## src/rtl/e3_mult9_serial_ctrl.sv

```systemverilog
// Serial x9 multiplier for excess-3 numbers: consumes digits LSD first, emits
// the product LSD first, and appends the final carry digit flagged out_last.
module e3_mult9_serial_ctrl #(
    parameter int IDX_W = 4
) (
    input  logic             clk,
    input  logic             rst,
    input  logic [3:0]       in_digit,
    input  logic             in_last,
    input  logic             in_valid,
    output logic             in_ready,
    output logic [3:0]       out_digit,
    output logic             out_last,
    output logic [IDX_W-1:0] out_idx,
    output logic             out_valid,
    input  logic             out_ready,
    output logic             err
);

    typedef enum logic {S_RUN, S_FLUSH} state_t;

    state_t           r_state;
    logic [3:0]       r_carry;
    logic [IDX_W-1:0] r_count;
    logic             r_first;
    logic [3:0]       r_out_digit;
    logic             r_out_last;
    logic [IDX_W-1:0] r_out_idx;
    logic             r_out_valid;
    logic             r_err;

    logic       w_code_ok;
    logic [3:0] w_d;
    logic [6:0] w_p;
    logic [3:0] w_units;
    logic [3:0] w_tens;
    logic       w_slot_free;
    logic       w_accept;

    // Out-of-range codes still advance the frame, contributing a zero digit.
    assign w_code_ok   = (in_digit >= 4'd3) && (in_digit <= 4'd12);
    assign w_d         = w_code_ok ? (in_digit - 4'd3) : 4'd0;
    assign w_p         = 7'(w_d) * 7'd9 + 7'(r_carry);
    assign w_units     = 4'(w_p % 7'd10);
    assign w_tens      = 4'(w_p / 7'd10);

    assign w_slot_free = !r_out_valid || out_ready;
    assign in_ready    = !rst && (r_state == S_RUN) && w_slot_free;
    assign w_accept    = in_valid && in_ready;

    assign out_digit   = r_out_digit;
    assign out_last    = r_out_last;
    assign out_idx     = r_out_idx;
    assign out_valid   = r_out_valid;
    assign err         = r_err;

    always_ff @(posedge clk or posedge rst) begin
        if (rst) begin
            r_state     <= S_RUN;
            r_carry     <= 4'd0;
            r_count     <= '0;
            r_first     <= 1'b1;
            r_out_digit <= 4'b0011;
            r_out_last  <= 1'b0;
            r_out_idx   <= '0;
            r_out_valid <= 1'b0;
            r_err       <= 1'b0;
        end else begin
            case (r_state)
                S_RUN: begin
                    if (w_accept) begin
                        r_out_digit <= w_units + 4'd3;
                        r_out_last  <= 1'b0;
                        r_out_idx   <= r_count;
                        r_out_valid <= 1'b1;
                        r_carry     <= w_tens;
                        r_count     <= r_count + 1'b1;
                        r_first     <= 1'b0;
                        // First digit of a frame restarts the sticky error.
                        r_err       <= r_first ? !w_code_ok : (r_err || !w_code_ok);
                        if (in_last)
                            r_state <= S_FLUSH;
                    end else if (out_ready) begin
                        r_out_valid <= 1'b0;
                    end
                end
                S_FLUSH: begin
                    if (w_slot_free) begin
                        r_out_digit <= r_carry + 4'd3;
                        r_out_last  <= 1'b1;
                        r_out_idx   <= r_count;
                        r_out_valid <= 1'b1;
                        r_carry     <= 4'd0;
                        r_count     <= '0;
                        r_first     <= 1'b1;
                        r_state     <= S_RUN;
                    end
                end
                default: r_state <= S_RUN;
            endcase
        end
    end

endmodule

```

## config.mk

```make
export PLATFORM = sky130hd
export DESIGN_NAME = e3_mult9_serial_ctrl
export DESIGN_NICKNAME = d
export VERILOG_FILES = /design/src/rtl/e3_mult9_serial_ctrl.sv
export SDC_FILE = /design/constraint.sdc
export NUM_CORES = 1
export LEC_CHECK = 0
export ABC_AREA = 1
export CAP_MARGIN = 20
export CORE_ASPECT_RATIO = 1.4
export CORE_MARGIN = 5
export CORE_UTILIZATION = 50
export CTS_CLUSTER_DIAMETER = 40
export CTS_CLUSTER_SIZE = 12
export DETAILED_ROUTE_END_ITERATION = 6
export PLACE_DENSITY = 0.73
export SETUP_SLACK_MARGIN = 0.05
export SYNTH_ARGS = -nofsm -noshare
export SYNTH_HDL_FRONTEND = slang
export SYNTH_SLANG_ARGS = --single-unit
```

## constraint.sdc

```tcl
create_clock -name clk -period 3.3 [get_ports clk]
set_input_delay 0.495 -clock clk [delete_from_list [all_inputs] [get_ports clk]]
set_output_delay 0.495 -clock clk [all_outputs]
set_load 0.005 [all_outputs]
```

==> metrics, run 1 <==
clock sink total 21; average cell area after synthesis 7.31 um2; worst hold path class register to register; unrepaired setup endpoints after global routing true; Post-DP HPWL 3400 um; switching power summed over all nets 0.00160 W; crit path buf inv count 8; Final TNS setup -3150 ps; placeable core region 0.00335 mm2; Top-Level Pins 21; number of inserted diodes 0; wire length of the first global-routing pass 7830 um; share of the clock period used by the worst path after layout 127%; end of the worst register-to-register path out_digit[2]; type of the worst setup path primary input to register; critical-path cell with the highest stage delay sky130_fd_sc_hd__ha_4; Gate Count Post-Synth 237; number of max-slew violations in the final report 0; Synth cell types 29; synthesized flop and latch total 21; dominant cells by area after synthesis sky130_fd_sc_hd__dfrtp_1, sky130_fd_sc_hd__nand2_1, sky130_fd_sc_hd__ha_1; PD cells 1170 mW/mm2; hold path depth 2; layout cell share with drive strength beyond 1 50.5%; clock-pin slew of the registers on the worst-case setup and hold paths 80 ps; run status finished, violations left; startpoint of the worst hold path out_digit[1]; number of optimization iterations in the first detailed-route pass 4; internal power 0.00180 W; Die Area 0.00476 mm2; initial core utilization 51.7%; Final Setup Violations 4; number of nets in the synthesized netlist 263; Top Family by Delay on Critical Path simple AND/OR/NAND/NOR gates; total power 0.00340 W; top achievable clock speed 0.238 GHz; WHS 483 ps; post-detailed-route via-to-cell ratio 5.22; vias after detailed routing 1842; root buffer cell sky130_fd_sc_hd__clkbuf_8; gr usage total 21.1%; number of DRC markers in iteration 0 80; Most common cell on crit path sky130_fd_sc_hd__nand2_2; min cycle time layout 4210 ps; Die H 79.6 um; kind of start point of the critical path primary input; async set-or-reset flop fraction in the synthesized netlist 100%; area of all placed cells without fillers 0.00290 mm2; highest-count cells in the layout ignoring fill and taps sky130_fd_sc_hd__buf_4, sky130_fd_sc_hd__nand2_1, sky130_fd_sc_hd__inv_1, sky130_fd_sc_hd__nand2_2, sky130_fd_sc_hd__dfrtp_1; depth of the worst register-to-register path 29; headroom to the max-slew limit 47.9%; number of flops mapped to enable cells by yosys 0; Area growth, synth to finish 67.5%; area share of the largest cell type after synthesis 26.0%; CTS tree built; cell taking the most area after synthesis sky130_fd_sc_hd__dfrtp_1; Comb pwr share 81.6%; worst-case setup margin in the final layout -907 ps; fraction of the yosys area taken by sequential cells 30.6%; total count of hold-check failures in the final report 0; Hold Crit Endpoint out_digit[1]; Placement Cell Area 0.00249 mm2; slew at the pin closest to its max-slew limit 781 ps; antenna violations before repair 0; Worst Skew 1.21 ps; final global-route overflow total 0; Switching Share 47.1%; cell row count 25; post-route antenna net violation count 0; most used flip-flop cell after synthesis sky130_fd_sc_hd__dfrtp_1; average routed wire per standard cell 14.6 um; endpoint type of the worst setup path register; pin count of the biggest net entering global routing 22; Final #Nets 340; TritonCTS Buffers 3; violated checks negative setup slack; Clock Path Buffers 2; gp weighted congestion 0.902; combined area of all synthesized cells 0.00173 mm2; Post-route DRC 0; CP Data Arrival Time 4400 ps; chip width 59.7 um; peak per-stage delay on the critical path 290 ps; total routed wirelength 5140 um; synth warn 0; worst setup slack for register-to-register paths -500 ps; Worst VDD drop 0.00142 V; quantity of I/O buffers inserted on ports 20; reg-to-reg critical path startpoint r_carry[1]; clock share of power 5.2%; number of levels in the clock H-tree 1; part of the total power dissipated in sequential elements 13.2%; via count of the first global-routing pass 1823; leakage 1.40 nW; count of maximum capacitance violations 0; maximum fanout encountered on the critical timing path 4; most common library cell in the layout ignoring fill and taps sky130_fd_sc_hd__buf_4; critical path required time 3490 ps; clock latency reported for the late side of the worst-skew pair 270 ps; hold buffer count at cts 0
## tightest hold or removal path, stage by stage, from the launching register on
cell and delay, ps:
sky130_fd_sc_hd__dfstp_2 380, sky130_fd_sc_hd__nand2_1 60, sky130_fd_sc_hd__o21ai_1 50
## worst max-delay path by stage
stage | startpoint | endpoint | cells after the start
final | in_digit[1] | out_digit[2] | 36
after global placement | in_digit[0] | out_digit[2] | 34
after detailed placement | in_digit[0] | out_digit[2] | 33
after floorplan | in_digit[1] | out_digit[2] | 36
after CTS | in_digit[0] | out_digit[2] | 37
after global routing | in_digit[1] | out_digit[2] | 38
## state kept, by name, summed over array words and instances (netlist names)
signal	count
r_state	1
out_last	1
out_idx	4
r_carry	4
out_digit	4
err	1
r_count	4
out_valid	1
r_first	1
## per-stage QoR
| step | setup WS (ps) | util [%] | std cells |
|---|---|---|---|
| finish | -907 | 86.7 | 353 |
| global route | -1060 | 86.7 | 353 |
| CTS | -746 | 80.3 | 348 |
| detailed placement | -1640 | 74.3 | 336 |
| global placement | -1510 | 74.3 | 336 |
| floorplan | -688 | - | 237 |
## area by class of cell
| class | instances | area (um2) |
|---|---|---|
| Clock inverter | 1 | 7.51 |
| Tap cell | 40 | 50.0 |
| Fill cell | 172 | 447 |
| Timing Repair Buffer | 73 | 623 |
| Multi-Input combinational cell | 172 | 1450 |
| Clock buffer | 3 | 41.3 |
| Inverter | 43 | 196 |
| Sequential cell | 21 | 529 |
## power by group through the flow
stage,clock network [W],logic [W],registers [W]
after floorplan,0,0.00115,0.000447
after global placement,0,0.00179,0.000449
after detailed placement,0,0.00183,0.000452
after CTS,0.000177,0.00209,0.000449
after global routing,0.000191,0.00296,0.000465
final,0.000176,0.00277,0.000450
## Yosys cell counts (2+ instances only)
cell type and n:
sky130_fd_sc_hd__nand2_4 3, sky130_fd_sc_hd__nand3b_1 2, sky130_fd_sc_hd__nor2_4 2, sky130_fd_sc_hd__ha_1 16, sky130_fd_sc_hd__dfrtp_1 18, sky130_fd_sc_hd__nand3_2 7, sky130_fd_sc_hd__nor2_1 9, sky130_fd_sc_hd__nand3_1 17
sky130_fd_sc_hd__inv_2 6, sky130_fd_sc_hd__o22ai_1 2, sky130_fd_sc_hd__a21oi_1 8, sky130_fd_sc_hd__nand2_2 12, sky130_fd_sc_hd__dfstp_2 3, sky130_fd_sc_hd__inv_1 37, sky130_fd_sc_hd__o21ai_0 16, sky130_fd_sc_hd__nand2_1 65
sky130_fd_sc_hd__xnor2_1 2
## routing by layer
metal  vias up  wire length (um)  track usage [%]
li1        913                 -                -
met1       859              1960             24.2
met2        47              2810             38.5
met3        23               123             1.94
met4         0               246             8.43
met5         -                 0                0
## what timing repair did
action	CTS	global route
setup buffers	9	6
gates resized for setup	43	45
pin swaps	32	31
setup endpoints to repair	7	5
hold endpoints to repair	0	0
## logic make-up after synthesis
kind of cell               share of synthesized area (%)
and+or+nand+nor                                     36.6
adders and majority gates                           12.7
DFF                                                 30.6
xor gates and xnor gates                            1.01
AOI/OAI and AO/OA                                   9.54
buffers and inverters                               9.54
No activity file was read; power rests on OpenSTA's default activity.
==> run 2, diff against run 1 <==
- CORE_MARGIN: 5 -> default
- SKIP_CTS_REPAIR_TIMING: default -> 1
==> run 2 against run 1 <==
Against the previous run:
- the flow still finishes with violations (negative setup slack)
- wire length is 5.5% lower
- cell area is 3.8% lower
- global-route usage is 4.4 points higher
- clock skew is 5.2 ps higher
- non-clock buffer count is 7 lower
- via count is 3.1% lower
- register-to-register slack better by 90 ps
- critical path depth is 1 higher
- sequential power is 1% higher
- critical endpoint unchanged
- largest cell class unchanged
- core utilization is 0.14 points higher
==> metrics, run 2 (synthesis results as in run 1) <==
pin count of the biggest net entering global routing 22 (unchanged); total routed wirelength 4850 um (was 5140 um); endpoint type of the worst setup path register (unchanged); clock sink total 21 (unchanged); reg-to-reg critical path startpoint r_carry[1] (unchanged); PD cells 1080 mW/mm2 (was 1170 mW/mm2); number of optimization iterations in the first detailed-route pass 4 (unchanged); number of levels in the clock H-tree 1 (unchanged); layout cell share with drive strength beyond 1 44.4% (was 50.5%); crit path buf inv count 10 (was 8); Most common cell on crit path sky130_fd_sc_hd__inv_2 (was sky130_fd_sc_hd__nand2_2); average routed wire per standard cell 14.1 um (was 14.6 um); type of the worst setup path primary input to register (unchanged); Post-DP HPWL 3350 um (was 3400 um); root buffer cell sky130_fd_sc_hd__clkbuf_8 (unchanged); Final Setup Violations 5 (was 4); Crit. path cell count 37 (was 36); gp weighted congestion 0.820 (was 0.902); share of the clock period used by the worst path after layout 126% (was 127%); run status finished, violations left (unchanged); total count of hold-check failures in the final report 0 (unchanged); most common library cell in the layout ignoring fill and taps sky130_fd_sc_hd__nand2_1 (was sky130_fd_sc_hd__buf_4); number of inserted diodes 0 (unchanged); peak per-stage delay on the critical path 270 ps (was 290 ps); Area growth, synth to finish 61.1% (was 67.5%); end of the worst register-to-register path out_digit[2] (unchanged); post-route antenna net violation count 0 (unchanged); antenna violations before repair 0 (unchanged); Worst VDD drop 0.00120 V (was 0.00142 V); leakage 1.39 nW (was 1.40 nW); number of instances in the placed design 333 (was 336); Final TNS setup -3250 ps (was -3150 ps); Worst Skew 6.42 ps (was 1.21 ps); Post-route DRC 0 (unchanged); count of maximum capacitance violations 0 (unchanged); critical path required time 3500 ps (was 3490 ps); final global-route overflow total 0 (unchanged); violated checks negative setup slack (unchanged); CTS tree built (unchanged); clock-pin slew of the registers on the worst-case setup and hold paths 80 ps (about the same); number of DRC markers in iteration 0 49 (was 80); gr usage total 25.5% (was 21.1%); highest-count cells in the layout ignoring fill and taps sky130_fd_sc_hd__nand2_1, sky130_fd_sc_hd__buf_4, sky130_fd_sc_hd__inv_1, sky130_fd_sc_hd__dfrtp_1, sky130_fd_sc_hd__clkdlybuf4s50_1 (was sky130_fd_sc_hd__buf_4, sky130_fd_sc_hd__nand2_1, sky130_fd_sc_hd__inv_1, sky130_fd_sc_hd__nand2_2, sky130_fd_sc_hd__dfrtp_1); placeable core region 0.00321 mm2 (was 0.00335 mm2); final core area utilization 86.8% (was 86.7%); depth of the worst register-to-register path 31 (was 29); Die H 71.6 um (was 79.6 um); CP Data Arrival Time 4360 ps (was 4400 ps); worst-case setup margin in the final layout -862 ps (was -907 ps); chip width 51.7 um (was 59.7 um); number of max-slew violations in the final report 0 (unchanged); unrepaired setup endpoints after global routing true (unchanged); critical-path cell with the highest stage delay sky130_fd_sc_hd__ha_4 (unchanged); vias after detailed routing 1784 (was 1842); Top-Level Pins 21 (unchanged); top achievable clock speed 0.240 GHz (was 0.238 GHz); maximum fanout encountered on the critical timing path 4 (unchanged); total power 0.00301 W (was 0.00340 W); Hold Crit Endpoint out_digit[0] (was out_digit[1]); wire length of the first global-routing pass 7110 um (was 7830 um); startpoint of the worst hold path out_digit[0] (was out_digit[1]); clock latency reported for the late side of the worst-skew pair 270 ps (about the same); TritonCTS Buffers 3 (unchanged); worst hold path class register to register (unchanged); hold path depth 2 (unchanged); Final #Nets 333 (was 340); Cell Count, Final, Fillers Out 345 (was 353); worst setup slack for register-to-register paths -410 ps (was -500 ps); quantity of I/O buffers inserted on ports 20 (unchanged); slew at the pin closest to its max-slew limit 805 ps (was 781 ps); post-detailed-route via-to-cell ratio 5.17 (was 5.22); kind of start point of the critical path primary input (unchanged); via count of the first global-routing pass 1705 (was 1823); Top Family by Delay on Critical Path simple AND/OR/NAND/NOR gates (unchanged); cell row count 24 (was 25); min cycle time layout 4160 ps (was 4210 ps); headroom to the max-slew limit 46.3% (was 47.9%); initial core utilization 53.9% (was 51.7%); Clock Path Buffers 2 (unchanged); Die Area 0.00371 mm2 (was 0.00476 mm2); Post-Place Setup Slack -1650 ps (was -1640 ps)
run 2: changes by cell type in the layout (fill, tap and decap cells not counted), moves of 2 or more:
cell / change
sky130_fd_sc_hd__buf_2: -2
sky130_fd_sc_hd__buf_4: -4
sky130_fd_sc_hd__buf_6: -3
sky130_fd_sc_hd__dlymetal6s2s_1: +2
sky130_fd_sc_hd__inv_2: +5
sky130_fd_sc_hd__inv_4: -6
sky130_fd_sc_hd__nand2_1: +7
sky130_fd_sc_hd__nand2_2: -9
sky130_fd_sc_hd__nand2_4: +2
sky130_fd_sc_hd__nand3_1: +3
sky130_fd_sc_hd__nand3_4: -3
run 2: report_power, final:
group | internal (W) | switching (W)
Sequential | 0.000380 | 0.0000757
Clock | 0.0000856 | 0.0000932
Combinational | 0.00115 | 0.00123
run 2: layer usage:
metal  track usage [%]  wire length (um)
met4              8.11               133
met5                 0                 0
met3              1.70                90
met2              50.9              2770
met1              27.0              1860
run 2: layout make-up:
cell class / count / area (um2)
well taps: 39 / 48.8
fillers: 180 / 424
flip-flops and latches: 21 / 529
clock inverters: 1 / 7.51
inverters: 43 / 189
clock buffers: 3 / 41.3
multi-input cells: 172 / 1400
repair buffers: 66 / 574
run 2: tightest hold or removal path, stage by stage, from the launching register on:
cell	delay (ps)
sky130_fd_sc_hd__dfstp_2	380
sky130_fd_sc_hd__nand2_1	50
sky130_fd_sc_hd__nand2_1	40
run 2: metrics by stage:
stage / cell area (um2) / hold slack [ps]
after floorplan: 1930 / 453
after global placement: 2470 / 452
after detailed placement: 2470 / 456
after CTS: 2520 / 468
after global routing: 2790 / 482
final: 2790 / 468
run 2: how the worst max path moves through the flow:
stage / from / end / slack [ps]
2_1_floorplan: in_digit[1] / out_digit[2] / -690
3_3_place_gp: in_digit[0] / out_digit[2] / -1520
3_5_place_dp: in_digit[0] / out_digit[2] / -1650
4_1_cts: in_digit[0] / out_digit[2] / -1370
5_1_grt: in_digit[0] / out_digit[2] / -1120
6_report: in_digit[0] / out_digit[2] / -860
==> run 3, diff against run 2 <==
--- a/constraint.sdc
+++ b/constraint.sdc
@@ -3,2 +3,2 @@
 set_output_delay 0.495 -clock clk [all_outputs]
-set_load 0.005 [all_outputs]
+set_load 0.05 [all_outputs]
==> results of run 3 <==
Same layout as run 2 (identical final DEF). Status: finished, violations left: negative setup slack.
Main changes from that run: total power 0.00301 W -> 0.00323 W; worst IR drop on VDD 0.00120 V -> 0.00130 V
==> variant: new RTL, config.mk and constraints of run 2 <==
Set the parameter `IDX_W` to 5 (it was 4).
--- a/src/rtl/e3_mult9_serial_ctrl.sv
+++ b/src/rtl/e3_mult9_serial_ctrl.sv
@@ -3,3 +3,3 @@
 module e3_mult9_serial_ctrl #(
-    parameter int IDX_W = 4
+    parameter int IDX_W = 5
 ) (
Interface: changed (resized out_idx); port bits go from 21 to 22. No check against the original RTL was run, so the function may have changed too.
==> variant against run 2 <==
- the flow still finishes with violations (negative setup slack)
- worst setup slack worse by 150 ps
- synthesized area grew 9.5%
- sequential power rose by 4%
- design area grew 5.2%
- wire length decreased by 6.3%
- total power increased by 9.7%
- sequential cell count grew 2
- largest power group unchanged
- highest routed layer unchanged
==> variant: results (changes against run 2) <==
| Metric | Value |
|---|---|
| Largest net degree at the start of global routing | 24 (+9.1%) |
| Hold slack | 472 ps (+4.16 ps) |
| Layout Nets | 355 (+6.6%) |
| Global-route wire length before repair | 6800 um (-4.3%) |
| Wire per inst | 12.3 um (-13%) |
| Crit path DAT | 4470 ps (+110 ps) |
| Peak VDD IR | 1060 uV (-11%) |
| Post-DP Area | 0.00264 mm^2 (+6.9%) |
| # setup viols final | 5 (unchanged) |
| Synth top cells by count | nand2_1 (67), inv_1 (32), dfrtp_1 (20), ha_1 (16), nand3_1 (15) |
| Finished Layout Cells | 370 (+7.2%) |
| Top cells by area, synth | dfrtp_1 (26%), nand2_1 (13%), ha_1 (11%) |
| Layout Skew | 2.93 ps (-3.49 ps) |
| Fillers | 241 (+34%) |
| Synth Area in Compound Gates | 8.84% (-0.70 points) |
| GPL Wtd Cong | 0.822 (+0.33%) |
| DP Worst Slack | -1660 ps (-12.7 ps) |
| Violated checks | negative setup slack |
| Worst skew pair latency | 260 ps |
| Reg2Reg Depth | 34 (+9.7%) |
| Syn_nets | 279 (+6.1%) |
| Port-buffer cells | 21 (+5.0%) |
| Leak pwr | 1.45 nW (+4.4%) |
| Mapped Avg Cell Area | 7.50 um^2 (+2.6%) |
| Outcome | finished with violations |
| Total Routing Usage GR | 22.0% (-3.5 points) |
| Hpwl dp | 3340 um (-0.19%) |
| Vias in the first global route | 1747 (+2.5%) |
| Synth Area in Adders | 11.6% (-1.1 points) |
| Layout cell share with drive strength beyond 1 | 47.6% (+3.1 points) |
| Post-Synth XOR/XNOR Area | 0.923% (-0.088 points) |
| Worst setup margin | -1010 ps (-151 ps) |
| Setup_tns | -3660 ps (-409 ps) |
| Slew at the pin closest to its max-slew limit | 843 ps (+37.6 ps) |
| Crit Path Max Fanout | 5 (+1) |
| Number of DRC markers after the initial detailed-route iteration | 17 (-65%) |
## variant: power by group
part / switching [mW] / total (mW) / internal (mW)
logic: 1.32 / 2.64 / 1.33
clock network: 0.0909 / 0.176 / 0.0854
registers: 0.0690 / 0.475 / 0.406
total: 1.48 / 3.30 / 1.82
## variant: worst max-delay path: cells and delay by family
family / cells / cell delay, ps
simple gates: 23 / 2070
fa+ha+maj: 6 / 1160
buf+inv: 9 / 530
compound gates: 1 / 180
## variant: cell type report
cell class	count	share of cell area, %
Timing Repair Buffer	72	20.6
Multi-Input combinational cell	185	49.6
Inverter	44	6.56
Tap cell	42	1.79
Clock buffer	3	1.41
Sequential cell	23	19.7
Clock inverter	1	0.256
## variant: metal layers
layer | vias up | global-route usage (%) | routed length (um)
met3 | 4 | 1.62 | 97
li1 | 961 | - | -
met2 | 29 | 45.8 | 2580
met4 | 0 | 4.56 | 25
met1 | 864 | 22.5 | 1840
met5 | - | 0 | 0
## variant: cells by family after synthesis
kind of cell / after synthesis
simple gates: 138
xor+xnor: 2
compound gates: 28
buf+inv: 45
fa+ha+maj: 17
flops: 23
## variant: how the worst max path moves through the flow
stage                           start      endpoint  slack, ps  depth (start not counted)
after floorplan           in_digit[1]  out_digit[2]       -830                         38
after global placement    in_digit[1]  out_digit[2]      -1600                         38
after detailed placement  in_digit[1]  out_digit[2]      -1660                         38
after CTS                 in_digit[1]  out_digit[2]      -1410                         38
after global routing      in_digit[1]  out_digit[2]      -1240                         39
final                     in_digit[1]  out_digit[2]      -1010                         39
